`src/rtl/vga_timing_pkg.sv`:
```
// Shared 640x480 VGA timing constants, coordinate widths and capture FSM states.
// Used by hvsync_generator and vga_capture.
package vga_timing_pkg;

   localparam int VGA_H_ACTIVE = 640;
   localparam int VGA_V_ACTIVE = 480;
   localparam int VGA_H_TOTAL  = 800;
   localparam int VGA_V_TOTAL  = 525;
   localparam int VGA_H_SYNC   = 96;
   localparam int VGA_V_SYNC   = 2;
   localparam int VGA_H_START  = 144;
   localparam int VGA_V_START  = 35;

   localparam int X_W   = 10;
   localparam int Y_W   = 9;
   localparam int PIX_W = 3;
   localparam int CNT_W = 10;

   typedef enum logic [1:0] {
      ST_SEARCH  = 2'd0,
      ST_MEASURE = 2'd1,
      ST_LOCKED  = 2'd2
   } cap_state_t;

endpackage

```
`src/rtl/vga_sync_detect.sv`:
```
// Registers one incoming sync, normalises it to active-high and flags the
// cycle on which the registered sync becomes asserted.
module vga_sync_detect
   import vga_timing_pkg::*;
#(
   parameter bit ACTIVE_LOW = 1'b1
) (
   input  logic clk,
   input  logic rst,
   input  logic sync_in,
   output logic sync_edge
);

   logic sync_p0;
   logic sync_p1;

   always_ff @(posedge clk) begin
      if (rst) begin
         sync_p0 <= 1'b0;
         sync_p1 <= 1'b0;
      end else begin
         sync_p0 <= ACTIVE_LOW ? ~sync_in : sync_in;
         sync_p1 <= sync_p0;
      end
   end

   assign sync_edge = sync_p0 & ~sync_p1;

endmodule

```
`src/rtl/vga_capture.sv`:
```
// VGA receive side: locks to hsync/vsync timing and emits one framebuffer write
// per active pixel. Optional per-frame CRC-8 when VGA_CAPTURE_CRC_EN is defined.
module vga_capture
   import vga_timing_pkg::*;
#(
   parameter int H_ACTIVE        = VGA_H_ACTIVE,
   parameter int V_ACTIVE        = VGA_V_ACTIVE,
   parameter int H_TOTAL         = VGA_H_TOTAL,
   parameter int V_TOTAL         = VGA_V_TOTAL,
   parameter int H_START         = VGA_H_START,
   parameter int V_START         = VGA_V_START,
   parameter bit SYNC_ACTIVE_LOW = 1'b1
) (
   input  logic             clk,
   input  logic             rst,
   input  logic [PIX_W-1:0] pixel_in,
   input  logic             hsync_in,
   input  logic             vsync_in,
   output logic             wr_en,
   output logic [X_W-1:0]   wr_x,
   output logic [Y_W-1:0]   wr_y,
   output logic [PIX_W-1:0] wr_pixel,
   output logic             frame_start,
   output logic             locked,
   output logic             err
`ifdef VGA_CAPTURE_CRC_EN
   ,
   output logic [7:0]       frame_crc,
   output logic             crc_valid
`endif
);

   localparam logic [CNT_W-1:0] CNT_MAX = '1;
   localparam logic [CNT_W-1:0] H_TOT   = CNT_W'(H_TOTAL);
   localparam logic [CNT_W-1:0] V_TOT   = CNT_W'(V_TOTAL);
   localparam logic [CNT_W-1:0] H_LAST  = CNT_W'(H_TOTAL - 1);
   localparam logic [CNT_W-1:0] V_LAST  = CNT_W'(V_TOTAL - 1);
   localparam logic [CNT_W-1:0] H_BEG   = CNT_W'(H_START);
   localparam logic [CNT_W-1:0] H_END   = CNT_W'(H_START + H_ACTIVE - 1);
   localparam logic [CNT_W-1:0] V_BEG   = CNT_W'(V_START);
   localparam logic [CNT_W-1:0] V_END   = CNT_W'(V_START + V_ACTIVE - 1);

   function automatic logic [CNT_W-1:0] sat_inc(input logic [CNT_W-1:0] c);
      return (c == CNT_MAX) ? c : c + CNT_W'(1);
   endfunction

   // Stage p0: registered inputs and sync assert edges
   logic [PIX_W-1:0] pixel_p0;
   logic             hs_edge_p0;
   logic             vs_edge_p0;

   always_ff @(posedge clk) begin
      pixel_p0 <= pixel_in;
   end

   vga_sync_detect #(.ACTIVE_LOW(SYNC_ACTIVE_LOW)) u_hs_detect (
      .clk       (clk),
      .rst       (rst),
      .sync_in   (hsync_in),
      .sync_edge (hs_edge_p0)
   );

   vga_sync_detect #(.ACTIVE_LOW(SYNC_ACTIVE_LOW)) u_vs_detect (
      .clk       (clk),
      .rst       (rst),
      .sync_in   (vsync_in),
      .sync_edge (vs_edge_p0)
   );

   cap_state_t       state;
   logic [CNT_W-1:0] hcount_q;
   logic [CNT_W-1:0] vcount_q;
   logic             h_seen;
   logic             meas_bad;

   logic [CNT_W-1:0] h_cur;
   logic [CNT_W-1:0] v_cur;
   logic [CNT_W-1:0] x_off;
   logic [CNT_W-1:0] y_off;
   logic             checking;
   logic             line_bad;
   logic             frame_bad;
   logic             timeout;
   logic             viol;
   logic             active;
   logic             lock_now;
   logic             stay_locked;
   logic             fs_now;

   // Raster position of the sample currently in p0
   always_comb begin
      h_cur = hs_edge_p0 ? '0 : sat_inc(hcount_q);
      v_cur = vcount_q;
      if (vs_edge_p0)
         v_cur = '0;
      else if (hs_edge_p0)
         v_cur = sat_inc(vcount_q);
   end

   // h_seen masks the partial line that precedes the first hsync after SEARCH
   assign checking  = (state != ST_SEARCH);
   assign line_bad  = checking && hs_edge_p0 && h_seen && (hcount_q != H_LAST);
   assign frame_bad = checking && vs_edge_p0 && (vcount_q != V_LAST);
   assign timeout   = checking && ((!hs_edge_p0 && (h_cur == H_TOT)) ||
                                   (!vs_edge_p0 && (v_cur == V_TOT)));
   assign viol      = line_bad || frame_bad || timeout;

   assign active      = (h_cur >= H_BEG) && (h_cur <= H_END) &&
                        (v_cur >= V_BEG) && (v_cur <= V_END);
   assign lock_now    = (state == ST_MEASURE) && vs_edge_p0 && !viol && !meas_bad;
   assign stay_locked = ((state == ST_LOCKED) && !viol) || lock_now;
   assign fs_now      = stay_locked && vs_edge_p0;
   assign x_off       = h_cur - H_BEG;
   assign y_off       = v_cur - V_BEG;

   // Stage p1: FSM, counters and registered write outputs
   always_ff @(posedge clk) begin
      if (rst) begin
         state       <= ST_SEARCH;
         hcount_q    <= '0;
         vcount_q    <= '0;
         h_seen      <= 1'b0;
         meas_bad    <= 1'b0;
         wr_en       <= 1'b0;
         wr_x        <= '0;
         wr_y        <= '0;
         wr_pixel    <= '0;
         frame_start <= 1'b0;
         locked      <= 1'b0;
         err         <= 1'b0;
      end else begin
         hcount_q <= h_cur;
         vcount_q <= v_cur;

         if (state == ST_SEARCH)
            h_seen <= hs_edge_p0 && vs_edge_p0;
         else if (hs_edge_p0)
            h_seen <= 1'b1;

         case (state)
            ST_SEARCH: begin
               meas_bad <= 1'b0;
               if (vs_edge_p0)
                  state <= ST_MEASURE;
            end
            ST_MEASURE: begin
               if (timeout) begin
                  state    <= ST_SEARCH;
                  meas_bad <= 1'b0;
               end else if (vs_edge_p0) begin
                  if (lock_now)
                     state <= ST_LOCKED;
                  meas_bad <= 1'b0;
               end else if (line_bad) begin
                  meas_bad <= 1'b1;
               end
            end
            ST_LOCKED: begin
               if (viol)
                  state <= ST_SEARCH;
            end
            default: state <= ST_SEARCH;
         endcase

         err         <= viol;
         locked      <= stay_locked;
         frame_start <= fs_now;
         wr_en       <= stay_locked && active;
         wr_x        <= x_off[X_W-1:0];
         wr_y        <= y_off[Y_W-1:0];
         wr_pixel    <= pixel_p0;
      end
   end

`ifdef VGA_CAPTURE_CRC_EN
   function automatic logic [7:0] crc8_byte(input logic [7:0] crc, input logic [7:0] data);
      logic [7:0] c;
      c = crc ^ data;
      for (int i = 0; i < 8; i++)
         c = c[7] ? ((c << 1) ^ 8'h07) : (c << 1);
      return c;
   endfunction

   logic [7:0] crc_acc;
   logic       crc_frame_ok;

   // crc_frame_ok: the frame now accumulating began and has stayed in LOCKED
   always_ff @(posedge clk) begin
      if (rst) begin
         crc_acc      <= '0;
         crc_frame_ok <= 1'b0;
         frame_crc    <= '0;
         crc_valid    <= 1'b0;
      end else begin
         crc_valid <= 1'b0;
         if (fs_now) begin
            if (crc_frame_ok)
               frame_crc <= crc_acc;
            crc_valid    <= crc_frame_ok;
            crc_acc      <= '0;
            crc_frame_ok <= 1'b1;
         end else begin
            if (wr_en)
               crc_acc <= crc8_byte(crc_acc, {{(8-PIX_W){1'b0}}, wr_pixel});
            if (!stay_locked)
               crc_frame_ok <= 1'b0;
         end
      end
   end
`endif

endmodule

```
`config.mk`:
```
export PLATFORM = sky130hd
export DESIGN_NAME = vga_capture
export DESIGN_NICKNAME = d
export VERILOG_FILES = /design/src/rtl/vga_timing_pkg.sv /design/src/rtl/vga_sync_detect.sv /design/src/rtl/vga_capture.sv
export SDC_FILE = /design/constraint.sdc
export NUM_CORES = 1
export LEC_CHECK = 0
export CORE_UTILIZATION = 56
export CTS_BUF_LIST = sky130_fd_sc_hd__clkbuf_4 sky130_fd_sc_hd__clkbuf_8 sky130_fd_sc_hd__clkbuf_16
export CTS_CLUSTER_SIZE = 28
export DETAILED_ROUTE_END_ITERATION = 10
export PLACE_DENSITY = 0.8
export SETUP_SLACK_MARGIN = 0.2
export SYNTH_ARGS = -nofsm -noshare
export SYNTH_HDL_FRONTEND = slang
export SYNTH_SLANG_ARGS = --single-unit
export TNS_END_PERCENT = 20
```
`constraint.sdc`:
```
create_clock -name clk -period 3.66 [get_ports clk]
set_input_delay 0.732 -clock clk [delete_from_list [all_inputs] [get_ports clk]]
set_output_delay 0.732 -clock clk [all_outputs]
set_load 0.02 [all_outputs]
```
==> results of run 1 <==
## routing by layer
| layer | track usage, % | share of wire (%) | up-vias |
|---|---|---|---|
| met5 | 0 | 0 | - |
| met2 | 38.7 | 45 | 73 |
| li1 | - | - | 1190 |
| met4 | 8.33 | 1.3 | 0 |
| met3 | 4.39 | 5.2 | 10 |
| met1 | 35.8 | 48 | 1145 |
## stage by stage
stage	hold slack [ns]	instance area (um^2)	util, %
after floorplan	0.414	2870	-
after global placement	0.417	3180	66.0
after detailed placement	0.427	3180	66.0
after CTS	0.452	3280	68.1
after global routing	0.469	3280	68.1
final	0.447	3280	68.1
## power by group through the flow
stage	clock network, mW	registers, mW	logic, mW
after global placement	0	0.622	0.115
after detailed placement	0	0.623	0.116
after global routing	0.391	0.613	0.126
after CTS	0.370	0.610	0.116
final	0.362	0.610	0.116
after floorplan	0	0.633	0.0609
## sequential cells by signal, indices dropped and copies added (netlist names), 2 cells and up
name	count
hcount_q	6
pixel_p0	3
state	2
vcount_q	10
wr_pixel	3
wr_x	10
wr_y	9
## logic make-up (layout without fill, tap and decap cells)
kind of cell / Yosys count / count (layout)
adder cells (fa/ha/maj): 10 / 10
XOR/XNOR: 10 / 10
AO/OA/AOI/OAI: 74 / 74
multiplexers: 5 / 5
buffers and inverters: 33 / 55
AND/OR/NAND/NOR: 129 / 129
flip-flops: 53 / 53
## cell type report
| type | instances | area [um^2] | area share [%] |
|---|---|---|---|
| inverter | 10 | 37.5 | 1.14 |
| sequential | 53 | 1060 | 32.3 |
| clock buffer | 6 | 82.6 | 2.52 |
| clock inverter | 2 | 17.5 | 0.534 |
| timing repair buffer | 37 | 358 | 10.9 |
| tap | 67 | 83.8 | 2.56 |
| multi-input combinational | 228 | 1640 | 50.0 |
## cells in the final DEF (no fill, tap or decap), types with 3 or more instances in the layout
master / netlist / final
clkbuf_8: 0 / 6
a21oi_1: 15 / 15
and4b_1: 3 / 3
nand2_1: 16 / 16
nor2b_1: 11 / 11
dfxtp_1: 53 / 53
nor3_1: 11 / 11
xnor2_1: 6 / 6
nand4_1: 4 / 4
a211oi_1: 3 / 3
and4_1: 3 / 3
clkdlybuf4s50_1: 0 / 32
buf_4: 6 / 5
o211a_1: 3 / 3
mux2i_1: 4 / 4
o21ai_0: 10 / 10
nand2b_1: 6 / 6
nand4b_1: 3 / 3
xor2_1: 4 / 4
nor2_1: 33 / 33
o211ai_1: 3 / 3
and3_1: 5 / 5
nor4_1: 3 / 3
nand3_1: 5 / 5
ha_1: 10 / 10
a31oi_1: 4 / 4
inv_1: 9 / 9
## path summary, 6_finish.rpt
| kind | from | endpoint | slack (ns) | cells past startpoint |
|---|---|---|---|---|
| worst max register to register | wr_x[0] | state[0] | 0.44 | 10 |
| worst min register to register | pixel_p0[1] | wr_pixel[1] | 0.45 | 1 |
| worst max-delay path | wr_x[0] | state[0] | 0.44 | 10 |
| worst min-delay path | pixel_p0[1] | wr_pixel[1] | 0.45 | 1 |
==> impl_metrics.yaml, run 1 <==
run_status:
  status: "finished, final reports clean"
die:
  dieHeight_um: 73.6
  initial_core_util_pct: 59.6
  die_x_um: 73.6
  ios: 33
  floorplan.rows: 25
  die_area_um2: 5420
  coreArea_um2: 4820
power_and_ir_drop:
  seqPwrFrac_pct: 56.1
  switching_share_pct: 25.8
  vdd_drop_max_uv: 236
  internal_power_mw: 0.807
  power.leakage_nw: 1.23
  clkPwrFrac_pct: 33.3
  power_frac_comb_pct: 10.6
  p_sw_mw: 0.281
  power.total_mw: 1.09
  powerDensity_nw_per_um2: 331
place:
  dp_slack_ns: 0.495
  gp_congestion: 0.932
  post-place-cells: 395
  portBuffers: 32
  dp_hpwl_um: 4490
cells_and_area:
  layout-drive-gt1-share_pct: 11.0
  diodes: 0
  final_nets: 352
  finalNonFillerCells: 403
  area.growth.synth_to_final_pct: 14.3
  n_fill_cell: 410
yosys:
  synth_edf_count: 0
  synth_xor_area_share_pct: 3.05
  yosysTopAreaCell: "dfxtp_1"
  ys.flop_type: "dfxtp_1"
  ys_async_sr_fraction_pct: 0
  ys_ff_latch: 53
  synth_compound_area_share_pct: 20.9
  netlist_area_um2: 2870
  syn_inst: 314
  yosysMostFrequentCell: "dfxtp_1"
  yosysWarnings: 0
  syn-num-nets: 331
  synthSimpleGateAreaFrac_pct: 27.0
  netlist_top_cells_count: "53 x dfxtp_1, 33 x nor2_1, 16 x nand2_1, 15 x a21oi_1"
  netlist_top_cells_area: "dfxtp_1 37%, ha_1 4.4%, nor2_1 4.3%"
  synth_area_per_cell_um2: 9.14
  synth.area.mux_share_pct: 1.79
  synth.distinct_cells: 80
  synth_top_area_share_pct: 37.0
  synth_top_family_by_area: "simple AND/OR/NAND/NOR gates"
  synth-adder-area-share_pct: 4.36
  yosysSeqAreaShare_pct: 37.0
worst_setup_path:
  slowest_stage: "or4b_4"
  cp_num_buf_inv: 1
  end_kind: "flop"
  path_class: "flop to flop"
  crit_fanout: 11
  path_delay_family: "simple AND/OR/NAND/NOR gates"
  worstPathArrival_ns: 3.43
  crit_required_ns: 3.87
  crit_chain: "ha_1 > nand3_1 > or3_1 > a211o_1 > inv_1 > ha_1 > o211ai_1 > or4b_4 > o2111ai_1 > a211oi_1"
  critPathMostFrequentCell: "ha_1"
  cp-start-kind: "flop"
  slowest_delay_ns: 0.54
route:
  first_pass_iters: 5
  viasPerCell: 6.00
  ant_nets: 0
  num_vias: 2418
  drc: 0
  routedWlPerCell_um: 15.6
  routed_wl_um: 6270
  drtIter0Drc: 231
timing:
  drv_slew: 0
  fin_crit_sh_pct: 88.1
  worst_slack_ns: 0.437
  setup_violations: 0
  min_period_ns: 3.22
  finClkSkew_ns: 0.00875
  hold_viol_final: 0
  maxSlewHeadroom_pct: 50.2
  tightest_slew_ns: 0.748
  rsz0062_at_grt: "false"
  fin_setup_tns_ns: 0
  max_freq_mhz: 310
worst_hold_path:
  min_path_type: "flop to flop"
global_routing:
  grt_usage_pct: 25.2
  grt_max_degree: 19
  grt_pass1_wl_um: 10500
  antenna_found_initial: 0
  grt_pass1_vias: 2180
  gr-total-overflow: 0
clock_tree:
  post-cts-setup-buffers: 0
  clk_path_buf_depth: 2
  cts_tree: "done"
  clock-sinks: 53
  cts_resized: 0
  cts_root_buf: "clkbuf_8"
  cts_hold_buffers: 0
  cts-htree-levels: 2
  cts_made_buffers: 5
  cts.clk_slew.worst_paths_ns: 0.10
  clk_latency_ns: 0.32
flow_run:
  maxCapViolations: 0
Note: power is estimated with default switching activity, not from simulation.
==> inputs of run 2 (changes only) <==
==> constraint.sdc (replaced) <==
create_clock -name clk -period 3.38 [get_ports clk]
set_input_delay 0.507 -clock clk [delete_from_list [all_inputs] [get_ports clk]]
set_output_delay 0.507 -clock clk [all_outputs]
set_load 0.02 [all_outputs]
==> run 2 against run 1 <==
Worst hold slack gained 0.00051 ns. Non-clock buffer count up 4. Flip-flop and latch count is the same. Global-route usage up 0.38 points. Sequential power rose by 8.4%. Power is 14% higher. Highest routed layer unchanged. Final cell count grew 0.99%. Fmax increased by 7.2%. Combinational power rose by 12%.
==> impl_metrics.yaml, run 2 (synthesized netlist as in run 1, its figures left out) <==
clock_tree:
  clk_latency_ns: 0.31
  cts-htree-levels: 2
  cts_root_buf: "clkbuf_8"
  post-cts-setup-buffers: 0
  clock-sinks: 53
  cts_tree: "done"
  clk_path_buf_depth: 2
  cts_made_buffers: 5
  cts.clk_slew.worst_paths_ns: 0.10
worst_setup_path:
  startpoint: "wr_x[0]"
  worstPathArrival_ns: 3.21
  r2r_end: "meas_bad"
  r2r_cells: 10
  r2r_slack_ns: 0.37
  path_class: "flop to flop"
  cp-start-kind: "flop"
  crit_fanout: 11
  slowest_stage: "or4b_4"
  end_kind: "flop"
  crit_chain: "ha_2 > nand3_1 > or3_1 > a211o_1 > inv_1 > ha_1 > o211ai_1 > or4b_4 > o2111ai_1 > a211oi_1"
  slowest_delay_ns: 0.53
  worstReg2RegStart: "wr_x[0]"
  crit_required_ns: 3.58
timing:
  max_freq_mhz: 333
  maxSlewHeadroom_pct: 43.4
  hold_viol_final: 0
  drv_slew: 0
  min_period_ns: 3.01
  tightest_slew_ns: 0.847
  worst_slack_ns: 0.373
  fin_crit_sh_pct: 89.0
  whs_ns: 0.448
  finClkSkew_ns: 0.0127
  setup_violations: 0
  fin_setup_tns_ns: 0
  rsz0062_at_grt: "false"
run_status:
  status: "finished, final reports clean"
die:
  ios: 33
  dieHeight_um: 73.6
  floorplan.rows: 25
  die_area_um2: 5420
  die_x_um: 73.6
  initial_core_util_pct: 59.6
  coreArea_um2: 4820
global_routing:
  gr-total-overflow: 0
  grt_pass1_wl_um: 10600
  grt_usage_pct: 25.6
  antenna_found_initial: 0
  grt_pass1_vias: 2192
  grt_max_degree: 23
power_and_ir_drop:
  vdd_drop_max_uv: 247
  powerDensity_nw_per_um2: 371
  power.leakage_nw: 1.25
place:
  gp_congestion: 0.899
  dp_slack_ns: 0.253
  dp_hpwl_um: 4670
  portBuffers: 32
route:
  num_vias: 2455
  viasPerCell: 6.03
  first_pass_iters: 5
  drc: 0
  routed_wl_um: 6480
  routedWlPerCell_um: 15.9
  ant_nets: 0
  drtIter0Drc: 269
worst_hold_path:
  hp-start: "pixel_p0[1]"
  hold_depth: 1
  whs_endpoint: "wr_pixel[1]"
  min_path_type: "flop to flop"
cells_and_area:
  diodes: 0
  layout_common_cells: "51 x dfxtp_1, 33 x nor2_1, 32 x clkdlybuf4s50_1"
  biggestRegsByFlops: "vcount_q (10), wr_x (10), wr_y (9)"
  final_common_cell: "dfxtp_1"
  final_nets: 356
  layout-drive-gt1-share_pct: 12.9
  area.growth.synth_to_final_pct: 16.1
flow_run:
  maxCapViolations: 0
==> run 2: cell count changes in the layout (fill, tap and decap cells not counted) <==
| cell | before | now |
|---|---|---|
| inv_6 | 1 | 2 |
| ha_1 | 10 | 9 |
| dfxtp_2 | 0 | 2 |
| dfxtp_1 | 53 | 51 |
| buf_4 | 5 | 9 |
| ha_2 | 0 | 1 |
| bufinv_16 | 0 | 1 |
| clkinv_4 | 1 | 0 |
| clkbuf_8 | 6 | 5 |
==> run 2: layout make-up <==
class	count	area, um^2
clock buffers	5	68.8
clock inverters	3	47.5
fillers	417	1490
inverters	10	37.5
multi-input cells	228	1640
flip-flops and latches	53	1060
well taps	67	83.8
repair buffers	41	388
==> run 2: what timing repair did <==
| item | in CTS | in global routing |
|---|---|---|
| setup endpoints to repair | 0 | 7 |
| resized for setup | 0 | 3 |
| hold buffers | 0 | 0 |
| hold endpoints to repair | 0 | 0 |
==> run 2: worst max-delay path: cells and delay by family, from the launching register on <==
kind            cells  cell delay (ns)
compound gates      4             0.72
fa+ha+maj           2             0.42
buf+inv             1             0.09
flops               1             0.44
simple gates        3             1.24
==> run 2: worst max path at each step <==
stage | to | slack, ns
floorplan | meas_bad | 0.59
global placement | state[0] | 0.35
detailed placement | meas_bad | 0.25
CTS | meas_bad | 0.24
global route | meas_bad | 0.25
finish | meas_bad | 0.37
==> run 2: report_power, final <==
part / total [mW] / internal (mW) / switching (mW)
Clock: 0.446 / 0.226 / 0.220
Combinational: 0.130 / 0.0603 / 0.0698
Sequential: 0.661 / 0.646 / 0.0151
==> run 2: stage by stage <==
step	utilization (%)	cell area [um^2]	instances	power [mW]
finish	69.2	3330	407	1.24
global route	69.2	3330	407	1.28
CTS	69.1	3330	407	1.25
detailed placement	66.6	3210	399	0.803
global placement	66.6	3210	399	0.801
floorplan	-	2870	314	0.752
==> run 2: per-layer routing <==
metal	vias up	track usage (%)	share of wire [%]
met5	-	0	0
met4	0	8.55	1.2
met3	10	4.53	5.8
met2	87	39.9	45
met1	1161	35.8	48
li1	1197	-	-
==> inputs of run 3 (changes only) <==
--- a/config.mk
+++ b/config.mk
@@ -5,6 +5,7 @@
 export SDC_FILE = /design/constraint.sdc
 export NUM_CORES = 1
 export LEC_CHECK = 0
+export CORE_MARGIN = 2
 export CORE_UTILIZATION = 56
 export CTS_BUF_LIST = sky130_fd_sc_hd__clkbuf_4 sky130_fd_sc_hd__clkbuf_8 sky130_fd_sc_hd__clkbuf_16
 export CTS_CLUSTER_SIZE = 28
==> run 3 against run 2 <==
Flip-flop and latch count unchanged. Utilization down 3.2 points. Global-route usage down 2.0 points. Sequential share of layout area up 0.24 points. Worst hold slack got worse by 0.00089 ns. Die area rose by 5.5%. Routed wire length down 1.4%. Power down 6.4%. Final cell count rose by 0.49%. Largest cell class unchanged. Largest power group unchanged.
==> impl_metrics.yaml, run 3 (synthesized netlist as in run 1, its figures left out) <==
cells_and_area:
  layout-drive-gt1-share_pct: 13.0
  area.growth.synth_to_final_pct: 15.2
  diodes: 0
  final_nets: 355
  multiInputGateArea_um2: 1650
  final_common_cell: "dfxtp_1"
  final-seq-area_um2: 1060
  biggestRegsByFlops: "vcount_q (10), wr_x (10), wr_y (9)"
  layout_common_cells: "51 x dfxtp_1, 33 x nor2_1, 32 x clkdlybuf4s50_1"
  n_fill_cell: 447
  finalNonFillerCells: 409
global_routing:
  grt_usage_pct: 23.6
  antenna_found_initial: 0
  grt_max_degree: 19
  grt_pass1_wl_um: 10200
  gr-total-overflow: 0
  grt_pass1_vias: 2134
timing:
  worst_slack_ns: 0.426
  min_period_ns: 2.95
  finClkSkew_ns: 0.0164
  drv_slew: 0
  rsz0062_at_grt: "false"
  hold_viol_final: 0
  max_freq_mhz: 339
  maxSlewHeadroom_pct: 48.1
  fin_crit_sh_pct: 87.4
  setup_violations: 0
  fin_setup_tns_ns: 0
  tightest_slew_ns: 0.776
worst_setup_path:
  worstPathArrival_ns: 3.12
  end_kind: "flop"
  crit_fanout: 11
  path_class: "flop to flop"
  cp-start-kind: "flop"
  slowest_delay_ns: 0.53
  crit_required_ns: 3.55
  slowest_stage: "or4b_4"
  path_delay_family: "simple AND/OR/NAND/NOR gates"
  cp_num_buf_inv: 1
  crit_chain: "ha_2 > nand3_1 > or3_4 > a211o_1 > inv_1 > ha_1 > o211ai_1 > or4b_4 > o2111ai_1 > a211oi_1"
clock_tree:
  cts.clk_slew.worst_paths_ns: 0.11
  clock-sinks: 53
  cts_root_buf: "clkbuf_8"
  cts_tree: "done"
  cts-htree-levels: 2
  post-cts-setup-buffers: 0
  clk_latency_ns: 0.32
  clk_path_buf_depth: 2
  cts_made_buffers: 5
place:
  dp_slack_ns: 0.237
  post-place-cells: 401
  dp_hpwl_um: 4540
  portBuffers: 32
  gp_congestion: 0.847
die:
  die_area_um2: 5710
  coreArea_um2: 5010
  dieHeight_um: 75.6
  ios: 33
  die_x_um: 75.6
  floorplan.rows: 26
  initial_core_util_pct: 57.3
power_and_ir_drop:
  vdd_drop_max_uv: 236
  internal_power_mw: 0.853
  power.leakage_nw: 1.23
  p_sw_mw: 0.304
  seqPwrFrac_pct: 57.1
  power_frac_comb_pct: 11.2
  power.total_mw: 1.16
  powerDensity_nw_per_um2: 350
  clkPwrFrac_pct: 31.7
  switching_share_pct: 26.3
route:
  routedWlPerCell_um: 15.6
  viasPerCell: 6.08
  num_vias: 2487
  drtIter0Drc: 195
  first_pass_iters: 5
  ant_nets: 0
  routed_wl_um: 6390
  drc: 0
run_status:
  status: "finished, final reports clean"
flow_run:
  maxCapViolations: 0
worst_hold_path:
  min_path_type: "flop to flop"
==> run 3: cell types whose count changed in the layout (fill, tap and decap cells not counted) <==
cell,change
buf_4,-1
bufinv_16,-1
clkinv_2,+1
clkinvlp_4,+1
inv_6,-1
or3_1,-1
or3_4,+1
==> run 3: routing by layer <==
metal  GRT usage, %  vias to the layer above  wire length (um)
li1               -                     1192                 -
met1           33.1                     1182              3030
met2           35.9                       98              2830
met3           5.16                       15               376
met4           8.19                        0               153
met5              0                        -                 0
==> run 3: power by group through the flow <==
stage,Sequential (mW),Clock [mW],Combinational [mW]
floorplan,0.686,0,0.0659
global placement,0.673,0,0.127
detailed placement,0.674,0,0.128
CTS,0.660,0.373,0.129
global route,0.664,0.394,0.141
finish,0.661,0.367,0.130
==> run 3: repair_timing <==
item,CTS,global route
hold endpoints to repair,0,0
hold buffers,0,0
endpoints found under the setup margin,0,7
resized for setup,0,4
==> run 3: metrics by stage <==
step | utilization [%] | cell area, um^2 | hold WS (ns)
floorplan | - | 2870 | 0.414
global placement | 64.0 | 3210 | 0.421
detailed placement | 64.0 | 3210 | 0.430
CTS | 65.8 | 3300 | 0.455
global route | 66.0 | 3310 | 0.462
finish | 66.0 | 3310 | 0.447
==> run 3: area by class of cell <==
| cell class | instances | share of cell area [%] |
|---|---|---|
| multi-input cells | 228 | 49.8 |
| inverters | 10 | 1.14 |
| well taps | 70 | 2.65 |
| clock buffers | 5 | 2.08 |
| clock inverters | 3 | 0.643 |
| repair buffers | 40 | 11.5 |
| flip-flops and latches | 53 | 32.2 |
==> run 3: final timing paths <==
path,start,to,slack (ns),depth (start not counted)
max reg2reg,wr_x[0],state[0],0.43,10
max,wr_x[0],state[0],0.43,10
min,pixel_p0[0],wr_pixel[0],0.45,1
min reg2reg,pixel_p0[0],wr_pixel[0],0.45,1
